**config.mk**
```make
export PLATFORM = sky130hd
export DESIGN_NAME = ethernet_tx_mmio_master
export DESIGN_NICKNAME = d
export VERILOG_FILES = /design/src/rtl/ethernet_tx_mmio_pkg.sv /design/src/rtl/bsg_popcount.sv /design/src/rtl/ethernet_tx_mmio_master.sv
export SDC_FILE = /design/constraint.sdc
export NUM_CORES = 1
export LEC_CHECK = 0
export BUFFER_PORTS_ARGS = -buffer_cell sky130_fd_sc_hd__buf_4
export CAP_MARGIN = 20
export CORE_UTILIZATION = 37
export CTS_BUF_LIST = sky130_fd_sc_hd__clkbuf_4 sky130_fd_sc_hd__clkbuf_8 sky130_fd_sc_hd__clkbuf_16
export DETAILED_ROUTE_END_ITERATION = 7
export GPL_TIMING_DRIVEN = 1
export PLACE_DENSITY = 0.78
export SKIP_CTS_REPAIR_TIMING = 1
export SLEW_MARGIN = 25
export SYNTH_ARGS = -nofsm -noshare
export SYNTH_HDL_FRONTEND = slang
export SYNTH_HIERARCHICAL = 1
export SYNTH_SLANG_ARGS = --single-unit
```
**constraint.sdc**
```tcl
create_clock -name clk_i -period 6.8 [get_ports clk_i]
set_clock_uncertainty 0.05 [all_clocks]
set_input_delay 1.7 -clock clk_i [delete_from_list [all_inputs] [get_ports clk_i]]
set_output_delay 1.7 -clock clk_i [all_outputs]
set_load 0.02 [all_outputs]
```
**src/rtl/ethernet_tx_mmio_pkg.sv**
```systemverilog
`default_nettype none
// ============================================================================
// Module      : ethernet_tx_mmio_pkg
// Description : Shared definitions for the Ethernet TX MMIO master. Holds the
//               controller register map (14-bit byte addresses) and the FSM
//               state encoding.
// Revision    : 1.0 - initial release
// ============================================================================
package ethernet_tx_mmio_pkg;

    // Controller register map (byte addresses)
    localparam logic [13:0] TX_BUF_BASE   = 14'h0800;  // start of TX packet buffer
    localparam logic [13:0] TX_SEND_ADDR  = 14'h1018;  // write 1 to launch the frame
    localparam logic [13:0] TX_READY_ADDR = 14'h1020;  // bit0 = buffer free
    localparam logic [13:0] TX_SIZE_ADDR  = 14'h1028;  // frame length in bytes

    typedef enum logic [2:0] {
        IDLE      = 3'd0,
        POLL      = 3'd1,
        POLL_WAIT = 3'd2,
        FILL      = 3'd3,
        DRAIN     = 3'd4,
        SIZE      = 3'd5,
        SEND      = 3'd6
    } tx_state_e;

endpackage : ethernet_tx_mmio_pkg
`default_nettype wire

```
**src/rtl/bsg_popcount.sv**
```systemverilog
`default_nettype none
// ============================================================================
// Module      : bsg_popcount
// Description : Combinational population count of a bit vector.
// Ports       : i_a     - input vector (WIDTH_P bits)
//               o_count - number of ones in i_a ($clog2(WIDTH_P+1) bits)
// Revision    : 1.0 - initial release
// ============================================================================
module bsg_popcount #(
    parameter int WIDTH_P = 4
) (
    input  logic [WIDTH_P-1:0]            i_a,
    output logic [$clog2(WIDTH_P+1)-1:0]  o_count
);

    localparam int c_CNT_W = $clog2(WIDTH_P + 1);

    always_comb begin
        o_count = '0;
        for (int k = 0; k < WIDTH_P; k++) begin
            o_count = o_count + c_CNT_W'(i_a[k]);
        end
    end

endmodule : bsg_popcount
`default_nettype wire

```
**src/rtl/ethernet_tx_mmio_master.sv**
```systemverilog
`default_nettype none
// ============================================================================
// Module      : ethernet_tx_mmio_master
// Description : Moves one packet at a time from a valid/ready word stream into
//               a MMIO Ethernet TX controller: polls TX_READY, copies the
//               packet words into the TX buffer, writes the byte count to
//               TX_SIZE and then kicks TX_SEND. Packets longer than the MTU
//               are drained from the stream and reported on drop_o.
// Ports       : clk_i, reset_n_i        - clock, synchronous active-low reset
//               pkt_data_i/keep/v/last  - packet stream in, pkt_ready_o out
//               addr_o, write_en_o, read_en_o, write_mask_o, write_data_o,
//               read_data_i             - MMIO master (1-cycle read latency)
//               done_o, drop_o, busy_o  - status
// Revision    : 1.0 - initial release
// ============================================================================
module ethernet_tx_mmio_master
    import ethernet_tx_mmio_pkg::*;
#(
    parameter int data_width_p = 32,
    parameter int eth_mtu_p    = 2048
) (
    input  logic                      clk_i,
    input  logic                      reset_n_i,
    input  logic [data_width_p-1:0]   pkt_data_i,
    input  logic [data_width_p/8-1:0] pkt_keep_i,
    input  logic                      pkt_v_i,
    input  logic                      pkt_last_i,
    output logic                      pkt_ready_o,
    output logic [13:0]               addr_o,
    output logic                      write_en_o,
    output logic                      read_en_o,
    output logic [data_width_p/8-1:0] write_mask_o,
    output logic [data_width_p-1:0]   write_data_o,
    input  logic [data_width_p-1:0]   read_data_i,
    output logic                      done_o,
    output logic                      drop_o,
    output logic                      busy_o
);

    localparam int c_BYTES = data_width_p / 8;
    localparam int c_CNT_W = $clog2(eth_mtu_p + 1);
    localparam int c_POP_W = $clog2(c_BYTES + 1);

    tx_state_e                 r_state;
    tx_state_e                 w_next_state;
    logic [c_CNT_W-1:0]        r_byte_cnt;
    logic [c_CNT_W-1:0]        w_next_byte_cnt;

    logic [c_POP_W-1:0]        w_keep_cnt;
    logic [c_CNT_W:0]          w_incoming;
    logic [c_CNT_W:0]          w_sum;
    logic                      w_over;

    logic                      w_ready;
    logic                      w_wen;
    logic                      w_ren;
    logic [13:0]               w_addr;
    logic [data_width_p-1:0]   w_wdata;
    logic [c_BYTES-1:0]        w_wmask;
    logic                      w_done;
    logic                      w_drop;

    // Only the ready flag of the TX_READY register is meaningful.
    logic                      w_unused_rd_bits;
    assign w_unused_rd_bits = ^read_data_i[data_width_p-1:1];

    bsg_popcount #(
        .WIDTH_P (c_BYTES)
    ) u_keep_popcount (
        .i_a     (pkt_keep_i),
        .o_count (w_keep_cnt)
    );

    // Non-last words are always full; only the last word may be partial.
    // One spare bit on the sum so an MTU overrun is never lost to wrap.
    assign w_incoming = pkt_last_i ? (c_CNT_W+1)'(w_keep_cnt) : (c_CNT_W+1)'(c_BYTES);
    assign w_sum      = {1'b0, r_byte_cnt} + w_incoming;
    assign w_over     = (w_sum > (c_CNT_W+1)'(eth_mtu_p));

    always_ff @(posedge clk_i) begin
        if (!reset_n_i) begin
            r_state    <= IDLE;
            r_byte_cnt <= '0;
        end else begin
            r_state    <= w_next_state;
            r_byte_cnt <= w_next_byte_cnt;
        end
    end

    always_comb begin
        w_next_state    = r_state;
        w_next_byte_cnt = r_byte_cnt;
        w_ready         = 1'b0;
        w_wen           = 1'b0;
        w_ren           = 1'b0;
        w_addr          = '0;
        w_wdata         = '0;
        w_wmask         = '0;
        w_done          = 1'b0;
        w_drop          = 1'b0;

        case (r_state)
            IDLE: begin
                if (pkt_v_i) begin
                    w_next_state = POLL;
                end
            end

            POLL: begin
                w_ren        = 1'b1;
                w_addr       = TX_READY_ADDR;
                w_next_state = POLL_WAIT;
            end

            POLL_WAIT: begin
                if (read_data_i[0]) begin
                    w_next_state    = FILL;
                    w_next_byte_cnt = '0;
                end else begin
                    w_next_state = POLL;
                end
            end

            FILL: begin
                w_ready = 1'b1;
                if (pkt_v_i) begin
                    if (w_over) begin
                        // The overflowing word is never written.
                        if (pkt_last_i) begin
                            w_drop       = 1'b1;
                            w_next_state = IDLE;
                        end else begin
                            w_next_state = DRAIN;
                        end
                    end else begin
                        w_wen           = 1'b1;
                        w_addr          = TX_BUF_BASE + 14'(r_byte_cnt);
                        w_wdata         = pkt_data_i;
                        w_wmask         = pkt_keep_i;
                        w_next_byte_cnt = w_sum[c_CNT_W-1:0];
                        if (pkt_last_i) begin
                            w_next_state = SIZE;
                        end
                    end
                end
            end

            DRAIN: begin
                w_ready = 1'b1;
                if (pkt_v_i && pkt_last_i) begin
                    w_drop       = 1'b1;
                    w_next_state = IDLE;
                end
            end

            SIZE: begin
                w_wen        = 1'b1;
                w_addr       = TX_SIZE_ADDR;
                w_wdata      = data_width_p'(r_byte_cnt);
                w_wmask      = '1;
                w_next_state = SEND;
            end

            SEND: begin
                w_wen        = 1'b1;
                w_addr       = TX_SEND_ADDR;
                w_wdata      = data_width_p'(1);
                w_wmask      = '1;
                w_done       = 1'b1;
                w_next_state = IDLE;
            end

            default: begin
                w_next_state = IDLE;
            end
        endcase
    end

    // Outputs are forced quiet while reset is held so nothing leaks out in
    // the cycle a mid-packet reset is applied.
    assign pkt_ready_o  = reset_n_i & w_ready;
    assign write_en_o   = reset_n_i & w_wen;
    assign read_en_o    = reset_n_i & w_ren;
    assign addr_o       = reset_n_i ? w_addr  : '0;
    assign write_data_o = reset_n_i ? w_wdata : '0;
    assign write_mask_o = reset_n_i ? w_wmask : '0;
    assign done_o       = reset_n_i & w_done;
    assign drop_o       = reset_n_i & w_drop;
    assign busy_o       = reset_n_i & (r_state != IDLE);

endmodule : ethernet_tx_mmio_master
`default_nettype wire

```
**Word level (Yosys, flattened, before mapping)**

Cells that the tools add are included.

- Register bits after elaboration: 15
- Word-level logic and storage cells: 70

- $add $sub $neg: 5
- $lt $le $gt $ge: 1
- Equality and inequality tests: 12
- Muxes and demuxes: 36
- Bitwise gates (word level): 6
- Reduce and logical (&&, ||, !) cells: 8

Operators by type and width:

| operator | number |
|---|---|
| $mux W32 | 3 |
| $pmux W32 S3 | 1 |
| $pmux W13 S4 | 1 |
| $mux W12 | 3 |
| $mux W13 | 2 |
| $pmux W12 S2 | 1 |
| $mux W3 | 7 |
| $pmux W3 S6 | 1 |
| $mux W14 | 1 |
| $add A12 B12 Y13 const A | 1 |
| $add A12 B3 Y13 | 1 |
| $gt A13 B12 Y1 const B | 1 |
| $mux W4 | 3 |
| $ne A2 B2 Y1 const B | 5 |
| $eq A3 B3 Y1 const B | 3 |
| $mux W1 | 9 |
| $pmux W4 S2 | 1 |
| $reduce_and A4 Y1 | 2 |
| $add A3 B1 Y3 | 2 |
| $and A1 B1 Y1 | 6 |
| $eq A3 B2 Y1 const B | 2 |
| $pmux W1 S2 | 2 |
| $reduce_or A2 Y1 | 2 |
| $eq A3 B1 Y1 const B | 1 |
| other kinds (7) | 7 |

**Depth between registers and ports, before layout**

- Depth after elaboration: 10
- Depth in mapped cells: 17
- Depth with buffers taken out: 14

**By module**

The synthesis kept the hierarchy.

Modules (own cells, without submodules):

| module | times used | cells an instance | area each (um^2) |
|---|---|---|---|
| ethernet_tx_mmio_master | 1 | 235 | 1,660.3 |
| bsg_popcount | 1 | 8 | 63.8 |

**Worst setup path after synthesis**

OpenSTA, ideal clock, no wires.

- Path kind: input to output
- Start: input pkt_keep_i[0]
- End: output write_mask_o[3]
- Arrival time: 5,197 ps
- Required time: 5,050 ps
- Slack: -147 ps
- Stages: 17
- Path buffers: 3
- Path through: inv_1 fa_1 inv_1 ha_1 ha_1 and2_1 fa_1 a21oi_1 nor3_1 a2111oi_2 nand4_1 o21bai_2 buf_6 buf_8 buf_6 nand3_1 a21oi_1

- Longest elaborated chain between the ends: 10

RTL lines:

| element | line | source |
|---|---|---|
| from (decl) | ethernet_tx_mmio_master.sv:25 | `input logic [data_width_p/8-1:0] pkt_keep_i,` |
| $add A1 B1 Y2 | bsg_popcount.sv:21 | `o_count = o_count + c_CNT_W'(i_a[k]);` |
| $add A3 B1 Y3 (2 in series) | bsg_popcount.sv:21 |  |
| named net w_keep_cnt[1] | ethernet_tx_mmio_master.sv:49 | `logic [c_POP_W-1:0] w_keep_cnt;` |
| $mux W3 | ethernet_tx_mmio_master.sv:76 | `assign w_incoming = pkt_last_i ? (c_CNT_W+1)'(w_keep_cnt) : (c_CNT_W+1)'(c_BYTES);` |
| $add A12 B3 Y13 | ethernet_tx_mmio_master.sv:77 | `assign w_sum = {1'b0, r_byte_cnt} + w_incoming;` |
| $gt A13 B12 Y1 | ethernet_tx_mmio_master.sv:78 | `assign w_over = (w_sum > (c_CNT_W+1)'(eth_mtu_p));` |
| $mux W4 | ethernet_tx_mmio_master.sv:127 | `if (w_over) begin` |
| $mux W4 | ethernet_tx_mmio_master.sv:126 | `if (pkt_v_i) begin` |
| $pmux W4 S2 | ethernet_tx_mmio_master.sv:102 | `case (r_state)` |
| $mux W4 | ethernet_tx_mmio_master.sv:186 | `assign write_mask_o = reset_n_i ? w_wmask : '0;` |
| to (decl) | ethernet_tx_mmio_master.sv:32 | `output logic [data_width_p/8-1:0] write_mask_o,` |

The timed path passes the listed nets, and every way through them passes these cells.

**Worst setup path after layout**

- Start: input pkt_keep_i[0]
- End: output write_data_o[3]

- Longest elaborated chain between the ends: 10

RTL lines:

| element | line | source |
|---|---|---|
| $add A1 B1 Y2 | bsg_popcount.sv:21 |  |
| $add A3 B1 Y3 (2 in series) | bsg_popcount.sv:21 |  |
| named net w_keep_cnt[1] | ethernet_tx_mmio_master.sv:49 |  |
| $mux W3 | ethernet_tx_mmio_master.sv:76 |  |
| $add A12 B3 Y13 | ethernet_tx_mmio_master.sv:77 |  |
| $gt A13 B12 Y1 | ethernet_tx_mmio_master.sv:78 |  |
| $mux W32 | ethernet_tx_mmio_master.sv:127 |  |
| $mux W32 | ethernet_tx_mmio_master.sv:126 |  |
| $pmux W32 S3 | ethernet_tx_mmio_master.sv:102 |  |
| $mux W32 | ethernet_tx_mmio_master.sv:185 | `assign write_data_o = reset_n_i ? w_wdata : '0;` |
| to (decl) | ethernet_tx_mmio_master.sv:33 | `output logic [data_width_p-1:0] write_data_o,` |

The timed path passes the listed nets, and every way through them passes these cells.

==> metrics.cfg <==
[floorplanning]
die_w_um = 70.27
fp.dieH_um = 70.27
dieArea_um2 = 4937
coreArea_um2 = 4414
start_util_pct = 39.06
io_pins = 128
rows = 24

[critical_path]
reg2reg_slack_ns = 3.32
timing.rr.start = r_byte_cnt[0]
path_max_fanout = 5
critical_path_required_ns = 5.05
startpoint_type = input pin
critPathKind = in2out
reg2reg_depth = 14
end_kind = primary output
startpoint = pkt_keep_i[0]
cp.arrival_ns = 5.15
r2r-end = r_byte_cnt[1]

[power_and_ir_drop]
total_power_mw = 0.2815
p_leak_nw = 1.451
power.density_nw_per_um2 = 90.37
vdd_drop_max_mv = 0.05809

[drt]
viasPerCell = 5.681
wire_per_inst_um = 15.84
vias = 2295
drtIter0Drc = 126
first_pass_iters = 4
drt_wl_total_um = 6398
drc_errors = 0
postRouteAntennaNets = 0

[placed_design]
routabilityCongestion = 0.8373
dp_hpwl_um = 4373
io_buffers = 95
placed_area_um2 = 2664

[min_path]
whs_path_depth = 1
hp-class = reg2reg
hold_start = r_byte_cnt[9]
hold_end = r_byte_cnt[9]

[synthesis]
synth_seq_cells = 15
yosysTopAreaCell = dfxtp_1
ys_seq_area_share_pct = 17.42
synthFlopType = dfxtp_1
ys_async_sr_fraction_pct = 0
synth-edff-count = 0
synthCells = 243
ys_types = 54
syn_area_per_cell_um2 = 7.095
synthesis.area_um2 = 1724
synth.top_cell.area_share_pct = 17.42
yosys-top-cells-area = dfxtp_1, and3_1, nor2_1
syn-num-nets = 322
synth_warnings = 6

[sta]
hold_violations = 0
slew_headroom_pct = 36.38
rsz0062_at_grt = yes
fmax_mhz = 144.9
fin_setup_tns_ns = -2.038
worst_slew_pin_slew_ns = 0.9470
min_period_ns = 6.903
slew_viol_final = 0
setup_viol = 31
finalWorstSetupSlack_ns = -0.1030
timing.final.crit_share_pct = 101.5

[final_layout]
area_growth_pct = 80.70
fin_area_um2 = 3115
drive_above_1_share_pct = 53.69
final_common_cell = buf_4
nNetsFinal = 432
num_antenna_cells = 0
final_cell_mix = buf_4, buf_6, and3_1, nor2_2, dfxtp_1

[clock_network]
clk_path_buf_depth = 2
tritoncts = yes
h-tree-depth = 1
cts_sinks = 15
cts_buffers = 3
clk_latency_ns = 0.24
clock-root-buffer = clkbuf_8
clk_pin_slew_ns = 0.06

[flow_run]
maxCapViolations = 0

[grt]
grt_usage_pct = 23.27
grt_antenna_before_repair = 0
grt_max_degree = 40
overflow = 0
grt_pass1_wl_um = 9466
grt_pass1_vias = 2080

[outcome]
violations = negative setup slack
status = finished with violations

[per-stage QoR]
stage / hold slack (ns) / std cells / setup WS (ns) / utilization [%]
2_1_floorplan: 0.4349 / 243 / -0.04014 / -
3_3_place_gp: 0.4759 / 393 / -0.2613 / 60.35
3_5_place_dp: 0.4759 / 393 / -0.3172 / 60.35
4_1_cts: 0.4860 / 397 / -0.3253 / 61.45
5_1_grt: 0.5201 / 404 / -0.2392 / 70.58
6_report: 0.4825 / 404 / -0.1030 / 70.58
[logic make-up after synthesis]
kind of cell	Yosys count	synth area share, %
flip-flops	15	17.42
buffers and inverters	34	9.577
multiplexers	1	0.5806
AND/OR/NAND/NOR	117	37.45
other	1	0.2175
XOR/XNOR	4	2.032
adder cells (fa/ha/maj)	7	5.951
AO/OA/AOI/OAI	64	26.78
[registers in the layout, summed over array words and instances, names as in the netlist]
name        flops
r_byte_cnt     12
r_state         3
[area by class of cell]
type                            count  area [um2]
Multi-Input combinational cell    194        1521
Fill cell                         339        1299
Timing Repair Buffer              128        1136
Sequential cell                    15       300.3
Tap cell                           52       65.06
Clock buffer                        4       48.80
Inverter                           11       43.79
[layer usage]
layer / wire length, um / up-vias / global-route usage, % / share of wire (%)
met5: 0 / - / 0 / 0
met4: 89 / 0 / 6.444 / 1.4
met3: 435 / 13 / 3.608 / 6.8
met2: 3296 / 115 / 41.69 / 52
met1: 2577 / 1060 / 28.47 / 40
li1: - / 1107 / - / -
[how the worst max path moves through the flow]
stage / end / slack [ns] / cells after the start
detailed placement: write_data_o[10] / -0.32 / 17
global route: addr_o[4] / -0.24 / 18
CTS: write_data_o[10] / -0.33 / 17
finish: write_data_o[3] / -0.10 / 18
global placement: addr_o[5] / -0.26 / 17
floorplan: write_mask_o[3] / -0.04 / 17
[where the power goes]
part           total, mW  internal [mW]  switching, mW
sequential        0.0964         0.0898        0.00657
clock             0.0779         0.0454         0.0324
combinational      0.107         0.0548         0.0525
total              0.282          0.190         0.0915
[Yosys cell counts, drive strengths merged (2+ instances only)]
library cell	instances
nand3b	2
dfxtp	15
and2	4
and3	28
a211oi	2
or2	2
fa	2
nand2	14
inv	10
a311oi	5
a22oi	12
xor2	3
nor2	27
o31a	2
a22o	4
nand2b	5
or3	2
o2bb2ai	3
a21oi	15
ha	5
nand3	7
nor3b	2
o21ai	9
buf	8
a211o	2
and4	2
clkbuf	15
nor3	6
nand4	6
nor2b	5
and4b	2
[worst max-delay path: stages]
cell	delay, ns
buf_8	0.08
inv_4	0.03
fa_1	0.54
inv_2	0.05
ha_4	0.15
ha_4	0.22
and2_4	0.17
fa_2	0.38
xor2_1	0.16
or3_4	0.35
a2111oi_4	0.19
nand4_1	0.24
o21bai_4	0.20
buf_6	0.17
clkbuf_16	0.16
a22oi_1	0.09
nor2_2	0.14
buf_6	0.13
Note: power is estimated with default switching activity, not from simulation.
